**src/rtl/bus_cycle_ctrl.sv**
```systemverilog
// rtl/bus_cycle_ctrl.sv - Bus cycle controller sequencing IDLE/T1/T2/T3/TW/T4 memory cycles
//
// Purpose: accepts a read, write or instruction-fetch request and runs one
// external bus cycle. T1 latches the address (ale). T2/T3 assert the read or
// write strobe. Optional TW wait states follow T3 until ready. T4 completes
// the cycle with ack, plus q_push for instruction fetches.
//
// Configuration macro: WAIT_STATE_EN
//   defined   - ready is honoured and TW inserts wait states
//   undefined - ready is ignored, every cycle is exactly T1..T4
//
// Ports:
//   clk       in   rising-edge clock
//   reset     in   asynchronous active-low reset
//   req       in   cycle request, sampled in IDLE only
//   wr        in   1 = write, 0 = read
//   fetch     in   read is an instruction fetch (ignored for writes)
//   addr      in   [19:0] physical address
//   wdata     in   [7:0] write byte
//   q_full    in   prefetch queue full
//   ready     in   external memory ready
//   din       in   [7:0] external data bus input
//   addr_out  out  [19:0] latched bus address
//   ale       out  address latch enable
//   rd_n      out  active-low read strobe
//   wr_n      out  active-low write strobe
//   dout      out  [7:0] write data
//   dout_oe   out  data driver enable
//   rdata     out  [7:0] captured read byte
//   ack       out  cycle-complete pulse
//   q_push    out  prefetch queue push pulse
//   busy      out  high outside IDLE
module bus_cycle_ctrl (
  input  logic        clk,
  input  logic        reset,
  input  logic        req,
  input  logic        wr,
  input  logic        fetch,
  input  logic [19:0] addr,
  input  logic [7:0]  wdata,
  input  logic        q_full,
  input  logic        ready,
  input  logic [7:0]  din,
  output logic [19:0] addr_out,
  output logic        ale,
  output logic        rd_n,
  output logic        wr_n,
  output logic [7:0]  dout,
  output logic        dout_oe,
  output logic [7:0]  rdata,
  output logic        ack,
  output logic        q_push,
  output logic        busy
);

  typedef enum logic [2:0] {
    S_IDLE = 3'd0,
    S_T1   = 3'd1,
    S_T2   = 3'd2,
    S_T3   = 3'd3,
    S_TW   = 3'd4,
    S_T4   = 3'd5
  } state_t;

  state_t      state_q, state_d;
  logic [19:0] addr_q;
  logic [7:0]  wdata_q;
  logic [7:0]  rdata_q;
  logic        wr_q;
  logic        fetch_q;
  logic        accept;
  logic        mem_ready;

  // A fetch cannot start while the prefetch queue has no room for its byte.
  assign accept = req && !(!wr && fetch && q_full);

`ifdef WAIT_STATE_EN
  assign mem_ready = ready;
`else
  logic unused_ready;
  assign unused_ready = ready;
  assign mem_ready    = 1'b1;
`endif

  // State register
  always_ff @(posedge clk or negedge reset) begin
    if (!reset) state_q <= S_IDLE;
    else        state_q <= state_d;
  end

  // Next-state logic
  always_comb begin
    state_d = state_q;
    case (state_q)
      S_IDLE:      if (accept) state_d = S_T1;
      S_T1:        state_d = S_T2;
      S_T2:        state_d = S_T3;
      S_T3, S_TW:  state_d = mem_ready ? S_T4 : S_TW;
      S_T4:        state_d = S_IDLE;
      default:     state_d = S_IDLE;
    endcase
  end

  // Cycle attributes are frozen at acceptance; rdata samples din on entry to T4.
  always_ff @(posedge clk or negedge reset) begin
    if (!reset) begin
      addr_q  <= '0;
      wdata_q <= '0;
      rdata_q <= '0;
      wr_q    <= 1'b0;
      fetch_q <= 1'b0;
    end else begin
      if (state_q == S_IDLE && accept) begin
        addr_q  <= addr;
        wdata_q <= wdata;
        wr_q    <= wr;
        fetch_q <= fetch && !wr;
      end
      if ((state_q == S_T3 || state_q == S_TW) && state_d == S_T4 && !wr_q)
        rdata_q <= din;
    end
  end

  // Output logic: decoded from state so reset clears strobes immediately.
  always_comb begin
    ale     = 1'b0;
    rd_n    = 1'b1;
    wr_n    = 1'b1;
    dout    = '0;
    dout_oe = 1'b0;
    ack     = 1'b0;
    q_push  = 1'b0;
    busy    = (state_q != S_IDLE);
    case (state_q)
      S_T1: ale = 1'b1;
      S_T2, S_T3, S_TW: begin
        if (wr_q) begin
          wr_n    = 1'b0;
          dout_oe = 1'b1;
          dout    = wdata_q;
        end else begin
          rd_n = 1'b0;
        end
      end
      S_T4: begin
        ack    = 1'b1;
        q_push = fetch_q;
      end
      default: ;
    endcase
  end

  assign addr_out = addr_q;
  assign rdata    = rdata_q;

endmodule

```
**config.mk**
```make
export PLATFORM = sky130hd
export DESIGN_NAME = bus_cycle_ctrl
export DESIGN_NICKNAME = d
export VERILOG_FILES = /design/src/rtl/bus_cycle_ctrl.sv
export SDC_FILE = /design/constraint.sdc
export NUM_CORES = 1
export LEC_CHECK = 0
export ABC_AREA = 1
export CORE_ASPECT_RATIO = 1.5
export CORE_UTILIZATION = 37
export DETAILED_ROUTE_END_ITERATION = 8
export GPL_ROUTABILITY_DRIVEN = 0
export PLACE_DENSITY = 0.87
export SKIP_LAST_GASP = 1
export SLEW_MARGIN = 5
export SYNTH_ARGS = -nofsm -noshare
export SYNTH_HDL_FRONTEND = slang
export SYNTH_SLANG_ARGS = --single-unit
```
**constraint.sdc**
```tcl
create_clock -name clk -period 1.15 [get_ports clk]
set_input_delay 0.115 -clock clk [delete_from_list [all_inputs] [get_ports clk]]
set_output_delay 0.115 -clock clk [all_outputs]
set_load 0.005 [all_outputs]
```
---- Word-level counts from Yosys, hierarchy flattened ----
Index checks and enable logic that the tools add are counted.
word-level totals
  output and inout bits ................... 43
  word-level logic and storage cells ...... 38
  register bits ........................... 41
cells by class
  reduce and logical (&&, ||, !) cells .... 14
  mux-type cells .......................... 12
  equality and inequality tests ........... 6
operators with widths
  cell                                                             count
  8-bit two-way mux                                                2
  3-bit one-hot mux with 4 select lines                            1
  3-bit == test, second input constant                             3
  1-bit two-way mux                                                8
  3-bit by 2-bit == test with 1-bit output, second input constant  2
  1-bit logical AND                                                6
  3-bit by 1-bit == test with 1-bit output, second input constant  1
  1-bit zero test                                                  3
  3-bit zero test                                                  1
  3-bit two-way mux                                                1
  3-bit nonzero test                                               1
  3-bit OR reduction                                               1
  2-bit OR reduction                                               1
  1-bit logical OR                                                 1

---- Longest topological paths before layout ----
Gate-level depths: netlist of run 1.
  word-level depth ........................ 10
  depth in mapped cells ................... 7

---- Least setup slack after synthesis of run 1 ----
Ideal clock, no wire load.
  path type ............................... register -> register
  from .................................... register state_q[0]
  to ...................................... register addr_q[2] (netlist: addr_out[2])
  path buffers ............................ 1
  setup slack ............................. -0.003 ns
  arrival ................................. 1.030 ns
  period minus slack after synthesis ...... 1.153 ns
  stages on the path, launching flop included .. 6
  cell sequence ........................... dfrtp_1 nor2_4 nand3_4 buf_2 o21ai_0 nand2_1
on the way
  word-level cells in the longest chain between the ends .. 2
RTL lines
  item                      line  source
  start: declaration        65    state_t state_q, state_d;
  start signal: assignment  88    else state_q <= state_d;
  3-bit zero test           113   if (state_q == S_IDLE && accept) begin
  1-bit logical AND         113
  end signal: assignment    114   addr_q <= addr;
  end: declaration          66    logic [19:0] addr_q;
Every way passes these cells.
A chain may end at the register's enable or synchronous reset.

---- Worst setup path after layout of run 1 ----
  from .................................... register state_q[1]
  to ...................................... register addr_q[15] (netlist: addr_out[15])
Same word-level chain as after synthesis.

==> results of run 1 <==
[sequential cells by signal, indices dropped and copies added (netlist names)]
signal / count
addr_out: 20
state_q: 3
wr_q: 1
fetch_q: 1
rdata: 8
wdata_q: 8
[through the flow]
step           hold slack [ps]  setup slack (ps)   util
2_1_floorplan             -181              10.2      -
3_3_place_gp              34.3              -428  0.587
3_5_place_dp              47.2              -463  0.587
4_1_cts                    275              -454  0.669
5_1_grt                    296              -528  0.715
6_report                   260              -456  0.715
[power breakdown]
group / total (mW) / internal (mW) / switching [mW]
clock network: 1.20 / 0.708 / 0.493
logic: 5.09 / 2.72 / 2.37
registers: 2.54 / 2.13 / 0.415
total: 8.84 / 5.56 / 3.28
[repair_timing]
item / CTS / global route
endpoints found under the hold margin: 13 / 0
hold buffers: 1 / 0
gates resized for setup: 127 / 68
pin swaps: 9 / 13
buffers inserted: 24 / 7
endpoints found under the setup margin: 82 / 56
cloned: 3 / 1
[area by class of cell]
type,instances,area (sq um),share of cell area
well taps,66,82.6,0.0240
inverters,9,51.3,0.0149
clock inverters,1,30.0,0.00873
clock buffers,7,86.3,0.0251
repair buffers,130,1270,0.370
flip-flops and latches,41,1030,0.299
multi-input cells,152,886,0.258
[worst max-delay path: cells and delay by family (launching register included)]
family,cells,cell delay [ps]
buf+inv,4,570
flops,1,450
simple gates,5,510
[cells by family (layout without fill, tap and decap cells)]
family,count (synthesis),after routing
buffers and inverters,21,147
and+or+nand+nor,117,119
AOI/OAI and AO/OA,33,33
DFF,41,41
[cell usage after synthesis]
cell type,instances
inv_1,8
nand3_4,2
and2_1,1
dfrtp_1,41
nor2_1,12
nand2_2,1
nor3_1,1
o21ai_1,6
nand4_1,8
o21ai_4,1
clkbuf_2,5
buf_6,3
nand3_1,1
nor2_4,2
nand2_1,87
buf_2,4
nand2_4,1
nor2_2,1
a21oi_1,1
inv_2,1
o21ai_0,25
[layer usage]
layer	global-route usage	share of wire	wire [um]	up-vias
met1	0.251	0.36	2100	948
met5	0	0	0	-
li1	-	-	-	934
met3	0.0336	0.037	218	14
met4	0.0951	0.026	153	0
met2	0.417	0.58	3380	67
[final timing paths]
kind,startpoint,to,slack (ps),cells past startpoint
min reg2reg,wdata_q[6]$_DFFE_PN0P_,wdata_q[6]$_DFFE_PN0P_,480,2
min,reset,rdata[5]$_DFFE_PN0P_,260,2
max,state_q[1]$_DFF_PN0_,addr_out[15]$_DFFE_PN0P_,-460,9
min in group clk,wdata[6],wdata_q[6]$_DFFE_PN0P_,360,3
max in group asynchronous,reset,state_q[0]$_DFF_PN0_,410,3
max reg2reg,state_q[1]$_DFF_PN0_,addr_out[15]$_DFFE_PN0P_,-460,9
==> flow_summary.yaml, run 1 <==
drt:
  vias: 1963
  wirelength_um: 5850
  drcViolationCount: 0
  routed_via_density: 4.83
  drtIter0Drc: 70
  wl_per_cell_um: 14.4
  ant_nets: 0
  dr.pass1.iters: 4
global_route:
  grt_pass1_vias: 1939
  antenna_found_initial: 0
  overflow: 0
  grt_start_max_net_pins: 32
  grt_pass1_wl_um: 8850
  grt.total_usage: 0.225
synthesis:
  synth_compound_area_frac: 0.0962
  synth_top_family_by_area: "simple AND/OR/NAND/NOR gates"
  ys_warn_count: 0
  synth.distinct_cells: 21
  ys_seq_area_frac: 0.559
  syn_nets: 255
  synthTopCellsByArea: "dfrtp_1 56%, nand2_1 18%, o21ai_0 6.8%, nand4_1 2.7%, nor2_1 2.5%"
  synthesis.area_sq_mm: 0.00183
  synthCells: 212
  synth-seq-cells: 41
  synth.top_cell.area_share: 0.559
  synth-xor-area-share: 0
  syn_avg_cell_area_sq_um: 8.65
  yosys-mux-area-fraction: 0
  yosysTopAreaCell: "dfrtp_1"
  synthSimpleGateAreaFrac: 0.283
  synthAdderAreaFrac: 0
layout:
  nets: 382
  final_cells: 406
  final_common_cell: "nand2_1"
  drive_above_1_share: 0.385
  diodes: 0
  fillers: 374
  fin_area_sq_mm: 0.00344
  area_delta_synth_final_pct: 87.4
  final_cell_mix: "53 x nand2_1, 40 x clkdlybuf4s50_1, 38 x dfrtp_1"
clocking:
  htreeDepth: 2
  clk_latency_ps: 290
  cts_tree: "built"
  cts_buffer_depth: 2
  clk_pin_slew_worst_paths_ps: 80
  root_buffer: "clkbuf_8"
  cts.sinks: 41
  numCtsBuffers: 5
critical_path:
  slowest_stage: "dfrtp_2"
  crit_type: "flop to flop"
  crit_required_ps: 1380
  critPathCaptureType: "flop"
  path_cells: "buf_6 > buf_6 > nor2_4 > nand3_4 > buf_6 > nor2_4 > clkbuf_16 > nand2_2 > nand2_1"
  worstSetupStartpointType: "flop"
  cp_data_arrival_time_ps: 1830
  cpPeakStageDelay_ps: 450
  critPathMostFrequentCell: "buf_6"
  worstPathMaxFanout: 5
power_and_ir_drop:
  ir_drop_v: 0.00147
  p_leak_nw: 1.71
  p_per_area_mw_per_mm2: 2570
  p_total_mw: 8.84
floorplan:
  dieHeight_um: 88.2
  io_pins: 86
  die-area_sq_mm: 0.00525
  initial_core_util: 0.381
  coreArea_sq_mm: 0.00481
  rows: 31
  die_x_um: 59.5
timing:
  relSlewSlack: 0.757
  rsz0062_at_grt: "yes"
  worst_slack_ps: -456
  fin_tns_setup_ps: -20010
  period_needed_ps: 1610
  finalCritPeriodShare: 1.40
  final-setup-viol-count: 56
  max_freq_mhz: 623
  fin_worst_skew_ps: 7.26
  report.final.slew_viol_count: 0
  max_slew.worst_pin.slew_ps: 364
  finalHoldViolations: 0
placement:
  placed_area_sq_mm: 0.00283
  port_buffers: 84
  post-place-cells: 365
  hpwl_um: 3400
hold_path:
  min-delay-path-class: "input port to asynchronous set/reset pin"
run_status:
  status: "complete, but fails checks"
  violations: "setup timing"
job:
  maxCapViolCount: 0
Power figures use the tool's default switching activity.
==> run 2: changes to the inputs <==
--- a/config.mk
+++ b/config.mk
@@ -7,10 +7,11 @@
 export LEC_CHECK = 0
 export ABC_AREA = 1
 export CORE_ASPECT_RATIO = 1.5
-export CORE_UTILIZATION = 37
+export CORE_UTILIZATION = 38
+export CTS_BUF_LIST = sky130_fd_sc_hd__clkbuf_2 sky130_fd_sc_hd__clkbuf_4 sky130_fd_sc_hd__clkbuf_8
 export DETAILED_ROUTE_END_ITERATION = 8
 export GPL_ROUTABILITY_DRIVEN = 0
-export PLACE_DENSITY = 0.87
+export PLACE_DENSITY = 0.89
 export SKIP_LAST_GASP = 1
 export SLEW_MARGIN = 5
 export SYNTH_ARGS = -nofsm -noshare
==> flow_summary.yaml, run 2 (synthesized netlist as in run 1, its figures left out) <==
layout:
  nets: 380
  final_common_cell: "nand2_1"
  fillers: 362
  diodes: 0
  final_cell_mix: "55 x nand2_1, 40 x clkdlybuf4s50_1, 38 x dfrtp_1"
  drive_above_1_share: 0.373
  largest_register_ffs: 20
  area_delta_synth_final_pct: 84.9
critical_path:
  r2r-start: "state_q[2]$_DFF_PN0_"
  crit_type: "flop to flop"
  worstPathMaxFanout: 12
  worstSetupStartpointType: "flop"
  cp_data_arrival_time_ps: 1840
  r2r-end: "addr_out[4]$_DFFE_PN0P_"
  rr_worst_depth: 8
  crit_required_ps: 1370
  critPathCaptureType: "flop"
  r2r_setup_slack_ps: -470
timing:
  rsz0062_at_grt: "yes"
  period_needed_ps: 1620
  max_slew.worst_pin.slew_ps: 265
  max_freq_mhz: 616
  final-setup-viol-count: 55
  relSlewSlack: 0.823
  worst_slack_ps: -474
  report.final.slew_viol_count: 0
  fin_tns_setup_ps: -20600
  fin_worst_skew_ps: 6.16
  finalHoldViolations: 0
  finalCritPeriodShare: 1.41
job:
  maxCapViolCount: 0
floorplan:
  die_x_um: 58.7
  dieHeight_um: 87.1
  initial_core_util: 0.401
  die-area_sq_mm: 0.00511
  rows: 30
  io_pins: 86
  coreArea_sq_mm: 0.00458
power_and_ir_drop:
  p_per_area_mw_per_mm2: 2510
  p_total_mw: 8.50
  ir_drop_v: 0.00145
  p_leak_nw: 1.73
global_route:
  antenna_found_initial: 0
  grt.total_usage: 0.217
  grt_start_max_net_pins: 42
  overflow: 0
  grt_pass1_vias: 1909
  grt_pass1_wl_um: 8450
clocking:
  root_buffer: "clkbuf_8"
  clk_pin_slew_worst_paths_ps: 80
  numCtsBuffers: 5
  clk_latency_ps: 280
  cts_buffer_depth: 2
  htreeDepth: 2
  cts_tree: "built"
  cts.sinks: 41
run_status:
  violations: "setup timing"
  status: "complete, but fails checks"
placement:
  port_buffers: 84
  hpwl_um: 3350
drt:
  drtIter0Drc: 51
  vias: 1933
  wirelength_um: 5740
  drcViolationCount: 0
  wl_per_cell_um: 14.3
  dr.pass1.iters: 4
  routed_via_density: 4.81
  ant_nets: 0
hold_path:
  min-delay-path-class: "input port to asynchronous set/reset pin"
## run 2: report_power, final
part	total [mW]	switching [mW]	internal (mW)
Combinational	4.95	2.36	2.59
Clock	1.01	0.466	0.542
Sequential	2.55	0.418	2.13
Total	8.50	3.24	5.26
## run 2: stage by stage
stage	setup WS [ps]	cells	instance area, sq um	util	hold slack [ps]
finish	-474	402	3390	0.740	326
global route	-522	402	3390	0.740	347
CTS	-465	395	3150	0.689	324
detailed placement	-432	366	2860	0.624	103
global placement	-385	366	2860	0.624	101
floorplan	10.2	212	1840	-	-181
## run 2: worst max path at each step
stage,from,endpoint,slack [ps],cells past startpoint
floorplan,state_q[0]$_DFF_PN0_,addr_out[2]$_DFFE_PN0P_,10,5
global placement,state_q[1]$_DFF_PN0_,q_push,-390,4
detailed placement,state_q[2]$_DFF_PN0_,wr_n,-430,6
CTS,state_q[1]$_DFF_PN0_,dout[5],-470,6
global route,state_q[1]$_DFF_PN0_,dout[5],-520,8
finish,state_q[2]$_DFF_PN0_,addr_out[4]$_DFFE_PN0P_,-470,8
## run 2: final cells by class
type	count	area, sq um	area share
Sequential cell	41	1030	0.304
Clock inverter	1	5.00	0.00148
Tap cell	64	80.1	0.0236
Clock buffer	7	96.3	0.0284
Inverter	9	38.8	0.0114
Multi-Input combinational cell	151	910	0.268
Timing Repair Buffer	129	1230	0.363
## run 2: critical path: stages (launching register included)
cell,delay [ps]
dfrtp_1,420
buf_4,160
inv_2,90
buf_4,150
nand3_4,130
nor2_4,240
clkbuf_16,220
nand2_1,50
nand2_1,80
## run 2: routing by layer
| metal | vias up | wire, um | GRT usage |
|---|---|---|---|
| met2 | 64 | 3180 | 0.385 |
| li1 | 932 | - | - |
| met1 | 916 | 2140 | 0.239 |
| met4 | 0 | 222 | 0.119 |
| met3 | 21 | 209 | 0.0371 |
| met5 | - | 0 | 0 |
## run 2: repair_timing
item / in CTS / in global routing
gates resized for setup: 119 / 64
hold buffers: 1 / 0
gates cloned: 2 / 2
endpoints found under the setup margin: 82 / 56
endpoints found under the hold margin: 41 / 0
setup buffers: 19 / 8
pin swaps: 9 / 7
==> run 3: changes to the inputs <==
--- a/config.mk
+++ b/config.mk
@@ -7,11 +7,13 @@
 export LEC_CHECK = 0
 export ABC_AREA = 1
 export CORE_ASPECT_RATIO = 1.5
+export CORE_MARGIN = 3
 export CORE_UTILIZATION = 38
 export CTS_BUF_LIST = sky130_fd_sc_hd__clkbuf_2 sky130_fd_sc_hd__clkbuf_4 sky130_fd_sc_hd__clkbuf_8
 export DETAILED_ROUTE_END_ITERATION = 8
 export GPL_ROUTABILITY_DRIVEN = 0
 export PLACE_DENSITY = 0.89
+export SETUP_SLACK_MARGIN = 0.02
 export SKIP_LAST_GASP = 1
 export SLEW_MARGIN = 5
 export SYNTH_ARGS = -nofsm -noshare
==> flow_summary.yaml, run 3 (synthesized netlist as in run 1, its figures left out) <==
run_status:
  status: "complete, but fails checks"
  violations: "setup timing"
clocking:
  cts.sinks: 41
  root_buffer: "clkbuf_8"
  clk_latency_ps: 290
  numCtsBuffers: 5
  clk_pin_slew_worst_paths_ps: 70
  cts_buffer_depth: 2
  cts_tree: "built"
  htreeDepth: 2
power_and_ir_drop:
  p_leak_nw: 1.67
  p_per_area_mw_per_mm2: 2500
  ir_drop_v: 0.00112
drt:
  drcViolationCount: 0
  vias: 1943
  routed_via_density: 4.81
  ant_nets: 0
  dr.pass1.iters: 4
  drtIter0Drc: 114
  wl_per_cell_um: 15.1
  wirelength_um: 6080
timing:
  worst_slack_ps: -392
  relSlewSlack: 0.733
  report.final.slew_viol_count: 0
  period_needed_ps: 1540
  rsz0062_at_grt: "yes"
  fin_tns_setup_ps: -17650
  finalHoldViolations: 0
  final-setup-viol-count: 56
  max_slew.worst_pin.slew_ps: 400
  fin_worst_skew_ps: 3.38
  hold_ws_ps: 332
  finalCritPeriodShare: 1.34
  max_freq_mhz: 649
critical_path:
  slowest_stage: "dfrtp_2"
  worstPathMaxFanout: 3
  crit_type: "flop to output port"
  worstSetupStartpointType: "flop"
  path_delay_family: "flip-flops"
  cp_data_arrival_time_ps: 1430
  cpPeakStageDelay_ps: 450
  critPathCaptureType: "output port"
  path_buf_inv: 3
  critPathMostFrequentCell: "buf_4"
  path_cells: "buf_4 > o21ai_4 > nand2_2 > buf_4 > nor2_4 > buf_2"
  crit_required_ps: 1030
layout:
  diodes: 0
  fin_area_sq_mm: 0.00333
  largest_register_ffs: 20
  fillers: 356
  utilization: 0.727
  final_common_cell: "nand2_1"
  area_delta_synth_final_pct: 81.5
  final_cell_mix: "83 x nand2_1, 40 x clkdlybuf4s50_1, 37 x dfrtp_1"
  drive_above_1_share: 0.335
  nets: 383
  final_cells: 404
floorplan:
  rows: 30
  die_x_um: 62.7
  dieHeight_um: 91.1
  coreArea_sq_mm: 0.00458
  io_pins: 86
  die-area_sq_mm: 0.00571
  initial_core_util: 0.401
global_route:
  grt_pass1_wl_um: 9520
  grt.total_usage: 0.211
  overflow: 0
  grt_start_max_net_pins: 42
  grt_pass1_vias: 2019
  antenna_found_initial: 0
placement:
  hpwl_um: 3430
  placed_area_sq_mm: 0.00279
  post-place-cells: 362
  port_buffers: 84
hold_path:
  min-delay-path-class: "input port to asynchronous set/reset pin"
job:
  maxCapViolCount: 0
-- run 3: cell types whose count changed in the layout (fill, tap and decap cells not counted), moves of 3 or more --
cell     before  now
nand2_4      12    2
buf_4        20   25
nand2_1      55   83
o21ai_1      11   18
nor2_2        3    6
nand2_2      23    5
o21ai_0      19    1
o21ai_2       1   12
buf_2        15   12
-- run 3: power breakdown --
group | switching (mW) | leakage (nW) | internal, mW
Sequential | 0.484 | 0.507 | 2.13
Clock | 0.465 | 0.0445 | 0.436
Combinational | 2.23 | 1.12 | 2.57
Total | 3.18 | 1.67 | 5.14
-- run 3: what timing repair did --
action                                  CTS  global route
hold buffers                              1             0
setup buffers                            27             3
endpoints found under the setup margin   82            56
pin swaps                                10            11
gates cloned                              4             0
gates resized for setup                 144            29
endpoints found under the hold margin    41             0
-- run 3: worst min-delay path: stages --
cell and delay, ps:
dlygate4sd3_1 530, buf_2 120, buf_12 230
-- run 3: cell type report --
class,count,area [sq um],share of cell area
Clock buffer,6,76.3,0.0229
Inverter,9,36.3,0.0109
Tap cell,64,80.1,0.0241
Clock inverter,1,5.00,0.00150
Timing Repair Buffer,131,1260,0.379
Multi-Input combinational cell,152,840,0.252
Sequential cell,41,1030,0.310
-- run 3: metrics by stage --
stage,worst slack [ps],power (mW)
6_report,-392,8.32
3_3_place_gp,-420,5.86
5_1_grt,-439,8.87
3_5_place_dp,-486,6.00
2_1_floorplan,15.3,4.05
4_1_cts,-383,7.88
-- run 3: path summary, 6_finish.rpt --
kind	cells past startpoint	slack, ps	end	startpoint
worst min register to register	2	470	addr_out[6]$_DFFE_PN0P_	addr_out[6]$_DFFE_PN0P_
worst max register to register	7	-360	wr_q$_DFFE_PN0P_	state_q[1]$_DFF_PN0_
max in group asynchronous	3	600	wr_q$_DFFE_PN0P_	reset
worst min-delay path	3	330	rdata[1]$_DFFE_PN0P_	reset
worst max-delay path	6	-390	dout[4]	state_q[2]$_DFF_PN0_
min in group clk	3	350	addr_out[15]$_DFFE_PN0P_	addr[15]
-- run 3: routing by layer --
layer  share of wire  global-route usage  vias up
met5               0                   0        -
met4           0.038               0.107        0
met1            0.35               0.221      917
li1                -                   -      941
met3           0.041              0.0309       22
met2            0.57               0.400       63
